## config.mk

```make
export PLATFORM = sky130hd
export DESIGN_NAME = ccb_cmd_decoder
export DESIGN_NICKNAME = d
export VERILOG_FILES = /design/src/rtl/ccb_cmd_decoder.sv
export SDC_FILE = /design/constraint.sdc
export NUM_CORES = 1
export LEC_CHECK = 0
export BUFFER_PORTS_ARGS = -buffer_cell sky130_fd_sc_hd__buf_2
export CAP_MARGIN = 15
export CORE_MARGIN = 2
export CORE_UTILIZATION = 40
export DETAILED_ROUTE_END_ITERATION = 8
export GPL_TIMING_DRIVEN = 0
export PLACE_DENSITY_LB_ADDON = 0.08
export SYNTH_ARGS = -nofsm -noshare
export SYNTH_HDL_FRONTEND = slang
export SYNTH_SLANG_ARGS = --single-unit
```

## constraint.sdc

```tcl
create_clock -name CLKCMS -period 2.6 [get_ports CLKCMS]
set_clock_uncertainty 0.15 [all_clocks]
set_input_delay 0.26 -clock CLKCMS [delete_from_list [all_inputs] [get_ports CLKCMS]]
set_output_delay 0.26 -clock CLKCMS [all_outputs]
set_load 0.01 [all_outputs]
```

## src/rtl/ccb_cmd_decoder.sv

```systemverilog
// CCB command/data bus decoder: registers and inverts the active-low CCB lines, decodes
// commands on strobe rising edges and runs a timed command-plus-data load window.
`timescale 1ns/1ps
module ccb_cmd_decoder #(
    parameter int         NCAL     = 3,
    parameter logic [5:0] CAL_BASE = 6'h14,
    parameter int         SRST_LEN = 16,
    parameter logic [5:0] DATA_CMD = 6'h20,
    parameter int         DATA_TMO = 8,
    parameter int         CNT_W    = 8
) (
    input  logic             CLKCMS,
    input  logic             RSTN,
    input  logic             CLKENAIN,
    input  logic             L1ARSTIN,
    input  logic             BXRSTIN,
    input  logic             BX0IN,
    input  logic             CMDSTRB,
    input  logic             DATASTRB,
    input  logic [5:0]       CCBCMD,
    input  logic [7:0]       CCBDATA,
    output logic             CLKENA,
    output logic             BX0,
    output logic             BXRST,
    output logic             L1ARST,
    output logic             BC0,
    output logic             L1ASRST,
    output logic             TRG_EN,
    output logic [NCAL-1:0]  TTCCAL,
    output logic             RSTDATA,
    output logic             DATA_VLD,
    output logic [7:0]       DATA_OUT,
    output logic             DATA_TMO_ERR,
    output logic [CNT_W-1:0] CMD_CNT
);

    localparam int SRST_W = $clog2(SRST_LEN + 1);

    typedef enum logic {ST_IDLE = 1'b0, ST_WAIT = 1'b1} state_t;

    logic              cmd_strb_s, data_strb_s;
    logic              cmd_strb_p, data_strb_p;
    logic [5:0]        cmd_s;
    logic [7:0]        data_s;
    logic              cmd_edge, data_edge;
    logic [SRST_W-1:0] srst_cnt;
    logic [NCAL-1:0]   cal_hit;
    state_t            state_q, state_d;
    logic [7:0]        timer_q, timer_d;
    logic [7:0]        dout_d;
    logic              vld_d, err_d;

    // Input stage: every CCB line is captured inverted, so everything downstream is active-high.
    always_ff @(posedge CLKCMS or negedge RSTN) begin
        if (!RSTN) begin
            CLKENA      <= 1'b0;
            BX0         <= 1'b0;
            BXRST       <= 1'b0;
            L1ARST      <= 1'b0;
            cmd_strb_s  <= 1'b0;
            data_strb_s <= 1'b0;
            cmd_s       <= '0;
            data_s      <= '0;
            cmd_strb_p  <= 1'b0;
            data_strb_p <= 1'b0;
        end else begin
            CLKENA      <= ~CLKENAIN;
            BX0         <= ~BX0IN;
            BXRST       <= ~BXRSTIN;
            L1ARST      <= ~L1ARSTIN;
            cmd_strb_s  <= ~CMDSTRB;
            data_strb_s <= ~DATASTRB;
            cmd_s       <= ~CCBCMD;
            data_s      <= ~CCBDATA;
            cmd_strb_p  <= cmd_strb_s;
            data_strb_p <= data_strb_s;
        end
    end

    assign cmd_edge  = cmd_strb_s & ~cmd_strb_p;
    assign data_edge = data_strb_s & ~data_strb_p;

    always_comb begin
        cal_hit = '0;
        for (int i = 0; i < NCAL; i++) begin
            if (cmd_edge && (cmd_s == CAL_BASE + 6'(i))) cal_hit[i] = 1'b1;
        end
    end

    always_ff @(posedge CLKCMS or negedge RSTN) begin
        if (!RSTN) begin
            BC0      <= 1'b0;
            TTCCAL   <= '0;
            TRG_EN   <= 1'b0;
            RSTDATA  <= 1'b0;
            CMD_CNT  <= '0;
            srst_cnt <= '0;
        end else begin
            BC0     <= cmd_edge && (cmd_s == 6'h01);
            TTCCAL  <= cal_hit;
            RSTDATA <= data_edge && (data_s[7:1] == 7'h2A);
            if (cmd_edge && (cmd_s == 6'h06)) TRG_EN <= 1'b1;
            else if (cmd_edge && (cmd_s == 6'h07)) TRG_EN <= 1'b0;
            // The soft-reset command also clears the counter and is not counted itself.
            if (cmd_edge) begin
                if (cmd_s == 6'h03) CMD_CNT <= '0;
                else if (CMD_CNT != '1) CMD_CNT <= CMD_CNT + CNT_W'(1);
            end
            if (cmd_edge && (cmd_s == 6'h03)) srst_cnt <= SRST_W'(SRST_LEN);
            else if (srst_cnt != '0) srst_cnt <= srst_cnt - SRST_W'(1);
        end
    end

    assign L1ASRST = (srst_cnt != '0);

    // Data-load window: data beats a reload, a reload beats the timeout.
    always_comb begin
        state_d = state_q;
        timer_d = timer_q;
        dout_d  = DATA_OUT;
        vld_d   = 1'b0;
        err_d   = 1'b0;
        case (state_q)
            ST_IDLE: begin
                if (cmd_edge && (cmd_s == DATA_CMD)) begin
                    state_d = ST_WAIT;
                    timer_d = 8'(DATA_TMO);
                end
            end
            ST_WAIT: begin
                if (data_edge) begin
                    dout_d  = data_s;
                    vld_d   = 1'b1;
                    state_d = ST_IDLE;
                end else if (cmd_edge && (cmd_s == DATA_CMD)) begin
                    timer_d = 8'(DATA_TMO);
                end else if (timer_q == 8'd1) begin
                    err_d   = 1'b1;
                    state_d = ST_IDLE;
                end else begin
                    timer_d = timer_q - 8'd1;
                end
            end
            default: state_d = ST_IDLE;
        endcase
    end

    always_ff @(posedge CLKCMS or negedge RSTN) begin
        if (!RSTN) begin
            state_q      <= ST_IDLE;
            timer_q      <= '0;
            DATA_OUT     <= '0;
            DATA_VLD     <= 1'b0;
            DATA_TMO_ERR <= 1'b0;
        end else begin
            state_q      <= state_d;
            timer_q      <= timer_d;
            DATA_OUT     <= dout_d;
            DATA_VLD     <= vld_d;
            DATA_TMO_ERR <= err_d;
        end
    end

endmodule

```

## Yosys cells after proc, flatten, opt, wreduce, memory -nomap -nowiden

Cells that the tools add are included.

| word-level totals | value |
|---|---|
| bits in registers | 60 |
| input bits | 22 |
| output and inout bits | 29 |
| logic and storage cells | 92 |

| operators by class | value |
|---|---|
| $add $sub $neg | 3 |
| eq/ne operators | 14 |
| multiplexer cells | 25 |
| bitwise logic cells | 13 |
| reduce and logical (&&, ||, !) cells | 16 |

Operators with widths:

| kind | count |
|---|---|
| 2-to-1 mux 8 bit | 6 |
| equality test 6 x 5 -> 1 bit (second input constant) | 3 |
| one-hot mux 8 bit (2 select lines) | 1 |
| 2-to-1 mux 1 bit | 15 |
| equality test 6 x 3 -> 1 bit (second input constant) | 2 |
| 2-to-1 mux 5 bit | 2 |
| logical AND 1 bit | 9 |
| NOT 1 bit | 9 |
| adder 8 x 1 -> 8 bit (second input constant) | 1 |
| equality test 8 x 1 -> 1 bit (second input constant) | 1 |
| != test 8 bit (second input constant) | 1 |
| NOT 8 bit | 1 |
| subtractor 8 x 1 -> 8 bit (second input constant) | 1 |
| equality test 7 x 6 -> 1 bit (second input constant) | 1 |
| equality test 6 x 1 -> 1 bit (second input constant) | 1 |
| equality test 6 x 2 -> 1 bit (second input constant) | 1 |
| equality test 6 bit (second input constant) | 1 |
| NOT 6 bit | 1 |
| nonzero test 2 bit | 3 |
| nonzero test 5 bit | 1 |
| subtractor 5 x 1 -> 5 bit (second input constant) | 1 |
| != test 2 bit (second input constant) | 2 |
| AND reduction 2 bit | 2 |
| != test 3 bit (second input constant) | 1 |
| 3 further kinds | 4 |

## Longest topological paths before layout

| depth | value |
|---|---|
| word-level depth | 6 |
| mapped depth | 6 |

## Least setup slack after synthesis

Ideal clock, no wire load.

| timing | value |
|---|---|
| path kind | register -> register |
| start point | register timer_q[1] |
| end point | register timer_q[1] |
| data arrival time | 1.573 ns |
| required time | 2.368 ns |
| setup slack | 0.795 ns |
| cell stages (with the launch flop) | 7 |
| path buffers | 0 |
| cells stage by stage | dfrtp_1 -> inv_1 -> ha_1 -> nor3b_1 -> nand3b_1 -> a22o_1 -> o22ai_1 |

| on the way | value |
|---|---|
| longest elaborated chain between the ends | 5 |

RTL lines:

| element | line | RTL |
|---|---|---|
| start, declared | 49 | `logic [7:0] timer_q, timer_d;` |
| start signal, assigned | 157 | `timer_q <= timer_d;` |
| subtractor 8 x 1 -> 8 bit | 141 | `timer_d = timer_q - 8'd1;` |
| 2-to-1 mux 8 bit | 137 | `end else if (timer_q == 8'd1) begin` |
| 2-to-1 mux 8 bit | 135 | `end else if (cmd_edge && (cmd_s == DATA_CMD)) begin` |
| 2-to-1 mux 8 bit | 131 | `if (data_edge) begin` |
| one-hot mux 8 bit (2 select lines) | 123 | `case (state_q)` |

Several ways; a longest one is shown, not always the timed one. The select of a mux whose other input is x is not followed.
A chain may end at the register's enable or synchronous reset.

## Worst setup path after layout

| timing | value |
|---|---|
| start point | register srst_cnt[0] |
| end point | output port L1ASRST |

| on the way | value |
|---|---|
| longest elaborated chain between the ends | 1 |

RTL lines:

| element | line | RTL |
|---|---|---|
| start, declared | 46 | `logic [SRST_W-1:0] srst_cnt;` |
| start signal, assigned | 109 | `if (cmd_edge && (cmd_s == 6'h03)) srst_cnt <= SRST_W'(SRST_LEN);` |
| start signal, assigned | 110 | `else if (srst_cnt != '0) srst_cnt <= srst_cnt - SRST_W'(1);` |
| nonzero test 5 bit | 114 | `assign L1ASRST = (srst_cnt != '0);` |
| end, declared | 27 | `output logic L1ASRST,` |

No other way between the ends.

==> results_dict.tcl <==
set metrics [dict create \
    cts_buffers 9 \
    wl_mm 4.83 \
    ff2ff_setup_slack_ps 530 \
    critPathRequiredTime_ps 2190 \
    synth-main-ff-cell "dfrtp_1" \
    floorplan.initialDensity_pct 41.8 \
    placed_area_sq_um 2870 \
    avgSynthCellArea_sq_um 11.3 \
    final_util_pct 54.6 \
    cts_buffer_depth 2 \
    fmax_mhz 476 \
    rsz0062_at_grt "no" \
    ir_worst_vdd_v 0.000424 \
    worstSetupPathType "register to output port" \
    p_int_uw 1940 \
    firstDrtPassIters 4 \
    gp_congestion 0.791 \
    rows 28 \
    min_period_ps 2100 \
    worst_pin_slew_ps 652 \
    port_buffers 50 \
    area_delta_synth_final_pct 30.6 \
    ys_ff_latch 60 \
    cts_resized 0 \
    die_w_um 83.1 \
    ys_async_sr_fraction_pct 100 \
    slew_viol_final 0 \
    maxCapViolations 0 \
    cts_tree "built" \
    grt.overflow.total 0 \
    end_kind "output port" \
    detail-route-antenna-nets 0 \
    cpPeakStageDelay_ps 390 \
    fin_crit_sh_pct 80.8 \
    routed-via-count 1891 \
    grt_util_all_layers_pct 15.5 \
    path_cells "inv_1 > ha_1 > nor4b_2 > inv_1 > buf_2" \
    cts-htree-levels 3 \
    hp-class "register to register" \
    drive_above_1_share_pct 23.3 \
    cts.sinks 60 \
    setup_violations 0 \
    die-area_sq_um 6910 \
    finalInstanceArea_sq_um 3270 \
    synth_cell_type_count 43 \
    hold_viol 0 \
    p_leak_uw 0.00161 \
    cp_max_fo 4 \
    power_density_nw_per_um2 861 \
    seq_power_share_pct 47.1 \
    dp_hpwl_mm 3.19 \
    grt_pass1_vias 1872 \
    outcome "finished clean" \
    grt_pass1_wl_mm 8.43 \
    p_comb_share_pct 24.1 \
    route.detailed.drc 0 \
    arrival_ps 1690 \
    vias_per_cell 4.92 \
    fp.dieH_um 83.1 \
    ioPinCount 51 \
    cpMaxStageDelayCell "dfrtp_1" \
    p_sw_uw 874 \
    synth_cells 222 \
    insertion_delay_ps 340 \
    crit_top_cell "inv_1" \
    cts_root_buf "clkbuf_8" \
    final_nets 331 \
    switching_share_pct 31.0 \
    syn-num-nets 248 \
    wl_per_cell_um 12.6 \
    critPathLaunchType "register" \
    diodes 0 \
    p_clk_share_pct 28.9 \
    yosysSeqAreaShare_pct 59.9 \
    synth-edff-count 0 \
    clk_pin_slew_ps 70 \
    yosysWarnings 0 \
    grt_max_degree 41 \
    slew_headroom_pct 56.5 \
    syn_area_sq_um 2500 \
    dr.first_iter.drc_count 86 \
    tns_ps 0 \
    antenna_found_initial 0 \
    core_sq_um 5990 \
]
## layer usage
metal  up-vias  share of wire [%]  wire, um  global-route usage [%]
li1        931                  -         -                       -
met5         -                  0         0                       0
met3        10                4.9       238                    5.07
met1       902                 45      2190                    18.9
met4         0                1.9        92                    8.05
met2        48                 48      2300                    24.4
## layout make-up
| class | instances | area (sq um) |
|---|---|---|
| Fill cell | 539 | 2720 |
| Clock inverter | 4 | 50.0 |
| Clock buffer | 11 | 141 |
| Multi-Input combinational cell | 126 | 868 |
| Inverter | 32 | 120 |
| Tap cell | 75 | 93.8 |
| Buffer | 4 | 15.0 |
| Sequential cell | 60 | 1500 |
| Timing Repair Buffer | 72 | 480 |
## cells in the mapped netlist, types with 2 or more instances
cell type  count  share of area [%]
ha_1           4                2.0
inv_1         32                4.8
nand4_1        3               0.75
nand2_1        9                1.3
nor2b_1        4                1.0
mux2i_1        3                1.2
a221oi_1       2               0.70
nand4b_1       2               0.70
or3_1          2               0.50
nor4b_1        2               0.70
o22ai_1        2               0.50
mux2_1         5                2.2
nand3_1        5                1.0
a211oi_1       3               0.90
a21oi_1        8                1.6
and2_1         3               0.75
nor3_1         7                1.4
a21o_1         3               0.90
mux2_2         3                1.3
o211ai_1       3               0.90
clkbuf_1       4               0.60
a31oi_1        3               0.75
dfrtp_1       60                 60
nor3b_1        3               0.90
o21ai_1        2               0.40
a32o_1         2               0.80
nor2_1        21                3.1
o31ai_1        2               0.60
nand3b_1       6                1.8
## metrics by stage
stage	instances	setup slack [ps]	hold slack, ps	power (uW)
floorplan	222	795	-186	1760
global placement	347	529	232	1990
detailed placement	348	550	115	2010
CTS	384	484	241	2870
global route	384	331	257	3030
finish	384	500	238	2820
## cells in the final DEF, fill, tap and decap left out, drive strengths merged, types with 3 or more instances in the layout
cell	Yosys	final
nand4	3	3
nor3b	3	3
a31oi	3	3
nand3b	6	6
a211oi	3	3
a21o	3	3
nor2b	4	4
inv	32	32
mux2i	3	3
and2	3	3
nor3	7	7
nor4b	3	3
buf	0	51
a21oi	8	8
dfrtp	60	60
clkbuf	4	15
ha	4	4
o211ai	3	3
mux2	8	8
dlygate4sd3	0	21
nand2	9	9
nand3	5	5
o21ai	3	3
nor2	21	21
## critical path: cells and delay by family (launching register included)
| kind | cells | cell delay (ps) |
|---|---|---|
| buffers and inverters | 3 | 400 |
| flip-flops | 1 | 390 |
| AND/OR/NAND/NOR | 1 | 370 |
| adder cells (fa/ha/maj) | 1 | 190 |
## power by group through the flow
stage	Combinational (uW)	Clock (uW)	Sequential [uW]
4_1_cts	690	850	1330
6_report	678	813	1330
3_5_place_dp	664	0	1340
2_1_floorplan	405	0	1350
5_1_grt	770	891	1370
3_3_place_gp	647	0	1340
## state kept, by name, indices dropped and copies added (netlist names), 3 cells and up
signal	count
cmd_s	6
srst_cnt	5
CMD_CNT	8
DATA_OUT	8
TTCCAL	3
timer_q	8
data_s	8
## kinds of logic after synthesis
family	count (synthesis)	synth area share, %
AO/OA/AOI/OAI	37	11.3
AND/OR/NAND/NOR	74	16.6
adder cells (fa/ha/maj)	4	2.00
multiplexers	11	4.79
flip-flops	60	59.9
buffers and inverters	36	5.39
## path summary, 6_finish.rpt
| check | from | endpoint | cells after the start |
|---|---|---|---|
| setup / recovery | srst_cnt[0] | L1ASRST | 5 |
| hold / removal | data_strb_s | data_strb_p | 0 |
| setup reg to reg | timer_q[1] | timer_q[1] | 6 |
| hold reg to reg | data_strb_s | data_strb_p | 0 |
| max in group asynchronous | RSTN | DATA_OUT[7] | 3 |
| min in group asynchronous | RSTN | CMD_CNT[4] | 2 |
## what timing repair did
| item | CTS | global route |
|---|---|---|
| endpoints found under the setup margin | 0 | 0 |
| hold endpoints to repair | 40 | 0 |
| hold buffers | 21 | 0 |
| setup buffers | 0 | 0 |
(Power assumes the default switching activity.)
